==> src/rtl/free_list.sv <==
// free_list: circular buffer of unallocated physical register indices for rename.
// Dispatch pops one index per cycle; ROB commit pushes stale indices back.
// Optional feature macro: FREE_LIST_FLUSH_EN adds the flush port, which refills
// the list on a branch-mispredict recovery.
module free_list #(
  parameter int unsigned  PHY_REGS  = 64,
  parameter int unsigned  ARCH_REGS = 32,
  localparam int unsigned DEPTH     = PHY_REGS - ARCH_REGS,
  localparam int unsigned IDXW      = $clog2(PHY_REGS),
  localparam int unsigned PTRW      = $clog2(DEPTH) + 1
) (
  input  logic            clk,
  input  logic            rst,
  input  logic            alloc_valid,
  output logic            alloc_ready,
  output logic [IDXW-1:0] alloc_idx,
  input  logic            free_valid,
  input  logic [IDXW-1:0] free_idx,
`ifdef FREE_LIST_FLUSH_EN
  input  logic            flush,
`endif
  output logic [PTRW-1:0] count
);

  localparam int unsigned LOW = PTRW - 1;
`ifdef FREE_LIST_FLUSH_EN
  localparam logic [PTRW-1:0] WRAP_BIT = {1'b1, {LOW{1'b0}}};
`endif

  logic [IDXW-1:0] entry_q [DEPTH];
  logic [IDXW-1:0] entry_d [DEPTH];
  logic [PTRW-1:0] hd_q, hd_d;
  logic [PTRW-1:0] tl_q, tl_d;
  logic            empty_c;
  logic            full_c;
  logic            alloc_fire_c;
  logic            free_req_c;
  logic            free_fire_c;

  // Occupancy derived purely from the registered pointers.
  assign empty_c = (hd_q == tl_q);
  assign full_c  = (hd_q[LOW-1:0] == tl_q[LOW-1:0]) && (hd_q[PTRW-1] != tl_q[PTRW-1]);

  assign alloc_ready = !empty_c;
  assign alloc_idx   = entry_q[hd_q[LOW-1:0]];
  assign count       = tl_q - hd_q;

  // Handshakes; a flush cycle swallows both sides.
`ifdef FREE_LIST_FLUSH_EN
  assign alloc_fire_c = alloc_valid && !empty_c && !flush;
  assign free_req_c   = free_valid && (free_idx != '0) && !flush;
`else
  assign alloc_fire_c = alloc_valid && !empty_c;
  assign free_req_c   = free_valid && (free_idx != '0);
`endif
  // When full, a free is only legal if the head slot is vacated the same cycle.
  assign free_fire_c = free_req_c && (!full_c || alloc_fire_c);

  // Next-state for pointers and storage.
  always_comb begin
    hd_d    = hd_q;
    tl_d    = tl_q;
    entry_d = entry_q;
    if (alloc_fire_c) begin
      hd_d = hd_q + PTRW'(1);
    end
    if (free_fire_c) begin
      entry_d[tl_q[LOW-1:0]] = free_idx;
      tl_d                   = tl_q + PTRW'(1);
    end
`ifdef FREE_LIST_FLUSH_EN
    // Reclaim everything: head sits one full lap behind the tail.
    if (flush) begin
      hd_d = tl_q ^ WRAP_BIT;
    end
`endif
  end

  // State registers; reset leaves the list full with the non-architectural regs.
  always_ff @(posedge clk or negedge rst) begin
    if (!rst) begin
      hd_q <= '0;
      tl_q <= {1'b1, {LOW{1'b0}}};
      for (int unsigned i = 0; i < DEPTH; i++) begin
        entry_q[i] <= IDXW'(ARCH_REGS + i);
      end
    end else begin
      hd_q    <= hd_d;
      tl_q    <= tl_d;
      entry_q <= entry_d;
    end
  end

`ifndef SYNTHESIS
  // Returning an index to a full list means an index was duplicated upstream.
  free_when_full_a: assert property (@(posedge clk) disable iff (!rst)
    !(free_req_c && full_c && !alloc_fire_c))
    else $error("free_list: free of index %0d while list is full", free_idx);
`endif

endmodule

==> config.mk <==
export PLATFORM = sky130hd
export DESIGN_NAME = free_list
export DESIGN_NICKNAME = d
export VERILOG_FILES = /design/src/rtl/free_list.sv
export SDC_FILE = /design/constraint.sdc
export NUM_CORES = 1
export LEC_CHECK = 0
export BUFFER_PORTS_ARGS = -buffer_cell sky130_fd_sc_hd__buf_2
export CAP_MARGIN = 15
export CELL_PAD_IN_SITES_DETAIL_PLACEMENT = 0
export CELL_PAD_IN_SITES_GLOBAL_PLACEMENT = 1
export CORE_ASPECT_RATIO = 1.5
export CORE_MARGIN = 2
export CORE_UTILIZATION = 58
export CTS_CLUSTER_DIAMETER = 100
export DETAILED_ROUTE_END_ITERATION = 6
export GPL_TIMING_DRIVEN = 0
export PLACE_DENSITY = 0.84
export REMOVE_ABC_BUFFERS = 1
export SYNTH_ARGS = -nofsm -noshare
export SYNTH_HDL_FRONTEND = slang
export SYNTH_SLANG_ARGS = --single-unit
==> constraint.sdc <==
create_clock -name clk -period 4.83 [get_ports clk]
set_clock_uncertainty 0.15 [all_clocks]
set_input_delay 1.449 -clock clk [delete_from_list [all_inputs] [get_ports clk]]
set_output_delay 1.449 -clock clk [all_outputs]
set_load 0.005 [all_outputs]
# After elaboration in Yosys (flattened, before gate mapping)
# Index checks and enable logic that the tools add are counted.
dict set report word_totals {
  reg_bits 204
  rom_bits 0
  latch_bits 0
  out_inout_bits 13
  mem_count 0
  mem_bits_rw 0
  inputBits 10
  elab_cells 60
}
dict set report classes {
  bitwise_logic 2
  n_mul 0
  shift 0
  n_div 0
  mux 6
  reduce_logical 9
  addsub 3
  eq_ne 3
  order_cmp 3
}
# cell n
set op_table {}
lappend op_table {{$bwmux 192} 1}
lappend op_table {{$bmux 6 s5} 1}
lappend op_table {{$demux 6 s5} 1}
lappend op_table {{$mux 6} 3}
lappend op_table {{$add 6x1->6 const B} 2}
lappend op_table {{$ge 6x6->1 const B} 2}
lappend op_table {{$not 5->6} 2}
lappend op_table {{$eq 6x6->1} 1}
lappend op_table {{$lt 6x1->1 const B} 1}
lappend op_table {{$reduce_bool 6->1} 1}
lappend op_table {{$sub 6x6->6} 1}
lappend op_table {{$eq 5x5->1} 1}
lappend op_table {{$logic_and 1x1->1} 5}
lappend op_table {{$logic_not 1->1} 2}
lappend op_table {{$logic_or 1x1->1} 1}
lappend op_table {{$ne 1x1->1} 1}

# Depth between registers and ports, before layout
# Gate-level depths: netlist (run 1).
dict set report logic_depth {
  depth_word 6
  depth_mapped 10
  ltp_nobuf 7
}

# Worst setup path before layout (run 1)
# Ideal clock, no wire load.
dict set report synth_path {
  path_kind {register to output}
  from {register hd_q[1]}
  to {output port count[5]}
  n_path_buf 3
  required_ps 3231
  t_arrival_ps 2049
  path_stages_with_launch 10
  setup_slack_ps 1182
  path_cell_list {dfrtp_1 -> clkbuf_1 -> buf_2 -> buf_2 -> inv_1 -> ha_1 -> nor2b_1 -> o21a_1 -> o21a_1 -> o211ai_1}
}
dict set report synth_via {
  elab_chain_cells 1
}
# element line_no
set synth_lines {}
lappend synth_lines {{start, declared} 32} ;# logic [PTRW-1:0] hd_q, hd_d;
lappend synth_lines {{start signal, assigned} 82} ;# hd_q <= '0;
lappend synth_lines {{start signal, assigned} 88} ;# hd_q <= hd_d;
lappend synth_lines {{$sub 6x6->6} 46} ;# assign count = tl_q - hd_q;
lappend synth_lines {{end, declared} 22} ;# output logic [PTRW-1:0] count
# Every way passes these cells.

# Final worst setup path (run 1)
# Same ends and word-level chain as after synthesis.

==> results.toml, run 1 <==
[clock_tree]
ctsHtreeMaxLevel = 1
numCtsBuffers = 21
clockBufferDepth = 3
cts_resized = 0
clk_pin_slew_ns = 0.06
cts_tree = "done"
cts_root_buf = "clkbuf_16"
worstSkewPairLatency_ns = 0.49
cts.sinks = 204
cts_hold_buf = 0

[routing]
wl_mm = 22.07
drtIter0Drc = 361
firstDrtPassIters = 4
antenna_left = 0
drc_errors = 0
viasPerCell = 6.276
wire_per_inst_um = 23.73
via_count = 5837

[grt]
antenna_found_initial = 0
gr-usage-all-layers = 0.2425
grt_pass1_wl_mm = 35.76
grt_max_degree = 110
gr-total-overflow = 0
grt_pass1_vias = 6364

[power_and_ir_drop]
fin_total_pwr_mw = 7.560
p_int_mw = 5.124
peakVddDrop_v = 0.0004770
power_density_nw_per_um2 = 668.5
leakage_nw = 4.696
seqPwrFrac = 0.414
clkPwrFrac = 0.228
p_sw_frac = 0.3221
power_frac_comb = 0.358
power_switching_mw = 2.435

[synth]
ys_types = 43
netlist_area_um2 = 10290
synthTopCellsByArea = "dfstp_2 (29%), dfrtp_1 (22%), mux2_1 (12%), mux2_2 (9.3%), mux4_2 (8.1%)"
yosys.area.top_type = "dfstp_2"
synth_top_area_share = 0.2884
yosys_warnings = 0
synth_area_per_cell_um2 = 14.69
ys_seq_area_frac = 0.5096
synth_cells = 701
synth-seq-cells = 204

[timing]
fin_crit_sh = 0.9217
grt_setup_unrepaired = "false"
worstMarginPinSlew_ns = 1.080
finalCriticalPeriod_ns = 4.452
fmax_ghz = 0.2246
hold_viol = 0
holdWs_ns = 0.3385
slew_headroom = 0.2784
finalSetupViolCount = 0
final_max_slew_viol_count = 0

[outcome]
status = "finished, final reports clean"

[floorplan]
die_area_um2 = 18850
io_pins = 23
fp.dieH_um = 167.2
rows = 59
die_w_um = 112.8
start_util = 0.5934
coreArea_um2 = 17350

[placed_design]
hpwlAfterDp_mm = 14.25
gp_congestion = 0.8265
io_buffers = 22

[cells_and_area]
nets = 724
multi_input_area_um2 = 4763
nFillCells = 1269
final_common_cell = "dfstp_2"
syn2layout_area_growth_pct = 9.844
final_cell_mix = "dfstp_2 (113), mux2_1 (108), dfrtp_1 (89)"
seq_area_um2 = 5251
fin_util = 0.6519
n_antenna_cell = 0
post_route_cells_drive_above_1_share = 0.4686

[critical_path]
worst-setup-path-type = "register to primary output"
end_kind = "primary output"
worstSetupStartpoint = "hd_q[1]"
worst_setup_path_start_kind = "register"
rr_startpoint = "hd_q[1]"
critPathMaxFanout = 24
cp_data_arrival_time_ns = 2.85
critPathRequiredTime_ns = 3.23

[run]
drv_cap = 0

[worst_hold_path]
hold_path_class = "register to register"
holdCritStartpoint = "entry_q[30]"
what timing repair did:
action,in CTS,in global routing
buffers inserted,0,1
endpoints found under the setup margin,0,1
endpoints found under the hold margin,0,0
through the flow:
stage	setup slack, ns	setup TNS, ns	std cells	cell area, um2
6_report	0.3783	0	930	11310
5_1_grt	0.2237	0	930	11310
4_1_cts	0.05587	0	928	11270
3_5_place_dp	0.6267	0	891	10530
3_3_place_gp	-1.719	-335.44	887	10420
2_1_floorplan	-0.2535	-1.792	652	10040
synth_stat cells, drive strengths merged:
cell	instances
nor4	1
and4	2
nand4	5
inv	10
a31oi	1
mux4	37
dfstp	113
a21o	1
dfrtp	91
a21oi	12
mux2	193
or3b	3
a211oi	6
o21ai	1
a2bb2oi	1
or3	2
xor2	2
a22oi	7
o2111ai	1
and3	1
ha	10
nand2	9
nor3	3
o21a	2
nor2b	3
nand3b	4
xnor2	12
fa	1
buf	19
a22o	5
o211ai	1
clkbuf	30
mux2i	22
o221ai	11
nand3	42
nor2	37
layer usage:
layer / share of wire / vias up / track usage
met5: 0 / - / 0
met2: 0.52 / 113 / 0.4132
met1: 0.42 / 3083 / 0.3246
met3: 0.036 / 46 / 0.03366
li1: - / 2595 / -
met4: 0.027 / 0 / 0.07317
state kept, by name (all words and copies together) (netlist names):
name,cells
tl_q,6
hd_q,6
entry_q,192
layout make-up:
class | instances | area share
Clock inverter | 7 | 0.01051
Sequential cell | 204 | 0.4644
Clock buffer | 30 | 0.05488
Tap cell | 213 | 0.02357
Multi-Input combinational cell | 438 | 0.4212
Timing Repair Buffer | 28 | 0.02213
Inverter | 10 | 0.003319
critical path, cell delays in order (launching register included):
cell and delay, ns:
dfrtp_2 0.73, buf_12 0.28, inv_1 0.08, ha_1 0.30
nor2b_1 0.13, o21a_1 0.19, o21a_1 0.19, o211ai_1 0.28
buf_2 0.17
cell families (layout without fill, tap and decap cells):
family / after synthesis / after routing / synth area share
AO/OA/AOI/OAI: 49 / 49 / 0.03464
XOR/XNOR: 14 / 14 / 0.01264
adder cells (fa/ha/maj): 11 / 11 / 0.01410
buffers and inverters: 59 / 75 / 0.02795
flip-flops: 204 / 204 / 0.5096
multiplexers: 252 / 252 / 0.3134
AND/OR/NAND/NOR: 112 / 112 / 0.08763
path summary, 6_finish.rpt:
kind	end	slack [ns]	depth (start not counted)
setup / recovery	count[5]	0.38	8
setup reg to reg	entry_q[163]	1.58	8
hold reg to reg	entry_q[30]	0.34	1
min in group asynchronous	entry_q[165]	0.83	1
max in group asynchronous	tl_q[5]	2.72	2
hold / removal	entry_q[30]	0.34	1
power by group through the flow:
stage	clock network, mW	registers, mW	logic (mW)
finish	1.73	3.13	2.70
global route	1.84	3.22	2.94
CTS	1.76	3.17	2.68
detailed placement	0	3.20	2.67
global placement	0	3.27	2.46
floorplan	0	3.10	1.85
Note: power is estimated with default switching activity, not from simulation.
==> run 2, diff against run 1 <==
- CORE_UTILIZATION: 58 -> 36
- PLACE_DENSITY: 0.84 -> 0.56
==> run 2 against run 1 <==
Wire length up 10%. Non-clock buffer count up 2. First-iteration DRC count down 21%. Register-to-register slack worse by 0.11 ns. Utilization down 24 points. Sequential power up 1%. Clock power down 5%. Power up 0.30%. Critical endpoint is now alloc_idx[2].
==> results.toml, run 2 (synthesis gave the netlist of run 1 again) <==
[clock_tree]
numCtsBuffers = 22
cts_hold_buf = 0
cts.sinks = 204
ctsHtreeMaxLevel = 1
clockBufferDepth = 3
cts_root_buf = "clkbuf_16"
clk_pin_slew_ns = 0.06
worstSkewPairLatency_ns = 0.51
cts_tree = "done"

[grt]
antenna_found_initial = 0
grt_pass1_vias = 6449
grt_max_degree = 120
gr-total-overflow = 0
grt_pass1_wl_mm = 38.32
gr-usage-all-layers = 0.1686

[worst_hold_path]
hold_path_class = "register to register"

[floorplan]
die_area_um2 = 29990
die_w_um = 142.1
coreArea_um2 = 28060
fp.dieH_um = 211.1
start_util = 0.3669
rows = 75
io_pins = 23

[cells_and_area]
reg.largest.list = "entry_q: 192 flops, hd_q: 6 flops, tl_q: 6 flops"
nFillCells = 2566
nets = 727
final_cell_mix = "dfstp_2 (113), mux2_1 (108), dfrtp_1 (89)"
syn2layout_area_growth_pct = 11.39
final_cells = 1068
largest_reg_flops = 192
n_antenna_cell = 0
post_route_cells_drive_above_1_share = 0.4695
final_common_cell = "dfstp_2"
largest-register = "entry_q"

[critical_path]
worst_setup_path_start_kind = "register"
critPathRequiredTime_ns = 3.23
end_kind = "primary output"
critPathMaxFanout = 28
cp_data_arrival_time_ns = 3.13
worst-setup-path-type = "register to primary output"

[routing]
wl_mm = 24.34
viasPerCell = 5.463
firstDrtPassIters = 5
drc_errors = 0
antenna_left = 0
drtIter0Drc = 285
via_count = 5835
wire_per_inst_um = 22.79

[placed_design]
io_buffers = 22
hpwlAfterDp_mm = 15.86
gp_congestion = 0.8070
place_inst = 1027

[timing]
fmax_ghz = 0.2115
worstMarginPinSlew_ns = 0.9369
fin_crit_sh = 0.9789
tns_ns = 0
finalCriticalPeriod_ns = 4.728
finalSetupViolCount = 0
hold_viol = 0
holdWs_ns = 0.3379
final_max_slew_viol_count = 0
slew_headroom = 0.3754
grt_setup_unrepaired = "false"

[run]
drv_cap = 0

[power_and_ir_drop]
peakVddDrop_v = 0.0002835
power_density_nw_per_um2 = 661.2
leakage_nw = 4.704

[outcome]
status = "finished, final reports clean"
-- run 2: changes by cell type in the layout (fill, tap and decap cells not counted) --
| cell | delta |
|---|---|
| nand2_4 | +1 |
| inv_8 | -1 |
| clkinv_2 | +2 |
| clkbuf_16 | +1 |
| buf_16 | -1 |
| buf_4 | -1 |
| buf_12 | +1 |
| clkbuf_8 | +2 |
| bufinv_16 | -3 |
| clkbuf_1 | +2 |
| buf_6 | +3 |
| nand2_2 | -1 |
-- run 2: power breakdown --
| part | total [mW] | internal [mW] | leakage [nW] | switching (mW) |
|---|---|---|---|---|
| clock network | 1.65 | 0.965 | 0.349 | 0.687 |
| logic | 2.76 | 1.44 | 2.02 | 1.32 |
| registers | 3.17 | 2.67 | 2.34 | 0.506 |
-- run 2: layout make-up --
cell class	instances	area (um2)	share of cell area
Multi-Input combinational cell	438	4768	0.4158
Clock inverter	5	27.53	0.002400
Clock buffer	35	680.7	0.05936
Tap cell	346	432.9	0.03775
Timing Repair Buffer	30	269.0	0.02346
Inverter	10	37.54	0.003273
Sequential cell	204	5251	0.4579
-- run 2: final timing paths --
check,start,end,slack [ns],cells after the start
max in group asynchronous,rst,entry_q[97],2.60,2
min in group asynchronous,rst,entry_q[87],0.84,1
worst max-delay path,hd_q[1],alloc_idx[2],0.10,6
worst max register to register,hd_q[1],entry_q[177],1.47,8
worst min register to register,entry_q[188],entry_q[188],0.34,1
worst min-delay path,entry_q[188],entry_q[188],0.34,1
-- run 2: metrics by stage --
stage                     total power, mW  utilization  worst slack, ns  instance area [um2]
after floorplan                     4.949            -          -0.2535                10040
after global placement              5.830       0.3773           -2.208                10590
after detailed placement            5.985       0.3827           0.4675                10740
after CTS                           7.697       0.4087           0.1074                11470
after global routing                8.044       0.4087          0.09196                11470
final                               7.582       0.4087           0.1017                11470
-- run 2: what timing repair did --
item                       in CTS  in global routing
setup endpoints to repair       4                  0
resized for setup               0                  0
buffers inserted                1                  0
-- run 2: worst max-delay path, stage by stage, from the launching register on --
cell and delay, ns:
dfrtp_2 0.68, buf_12 0.29, mux4_2 0.32, a22o_1 0.25, a211oi_1 0.71, a21oi_1 0.15, buf_2 0.18
-- run 2: metal layers --
metal,GRT usage,share of wire,vias up
met3,0.01927,0.029,38
li1,-,-,2609
met4,0.06034,0.032,0
met2,0.2932,0.51,89
met1,0.2165,0.43,3099
met5,0,0,-
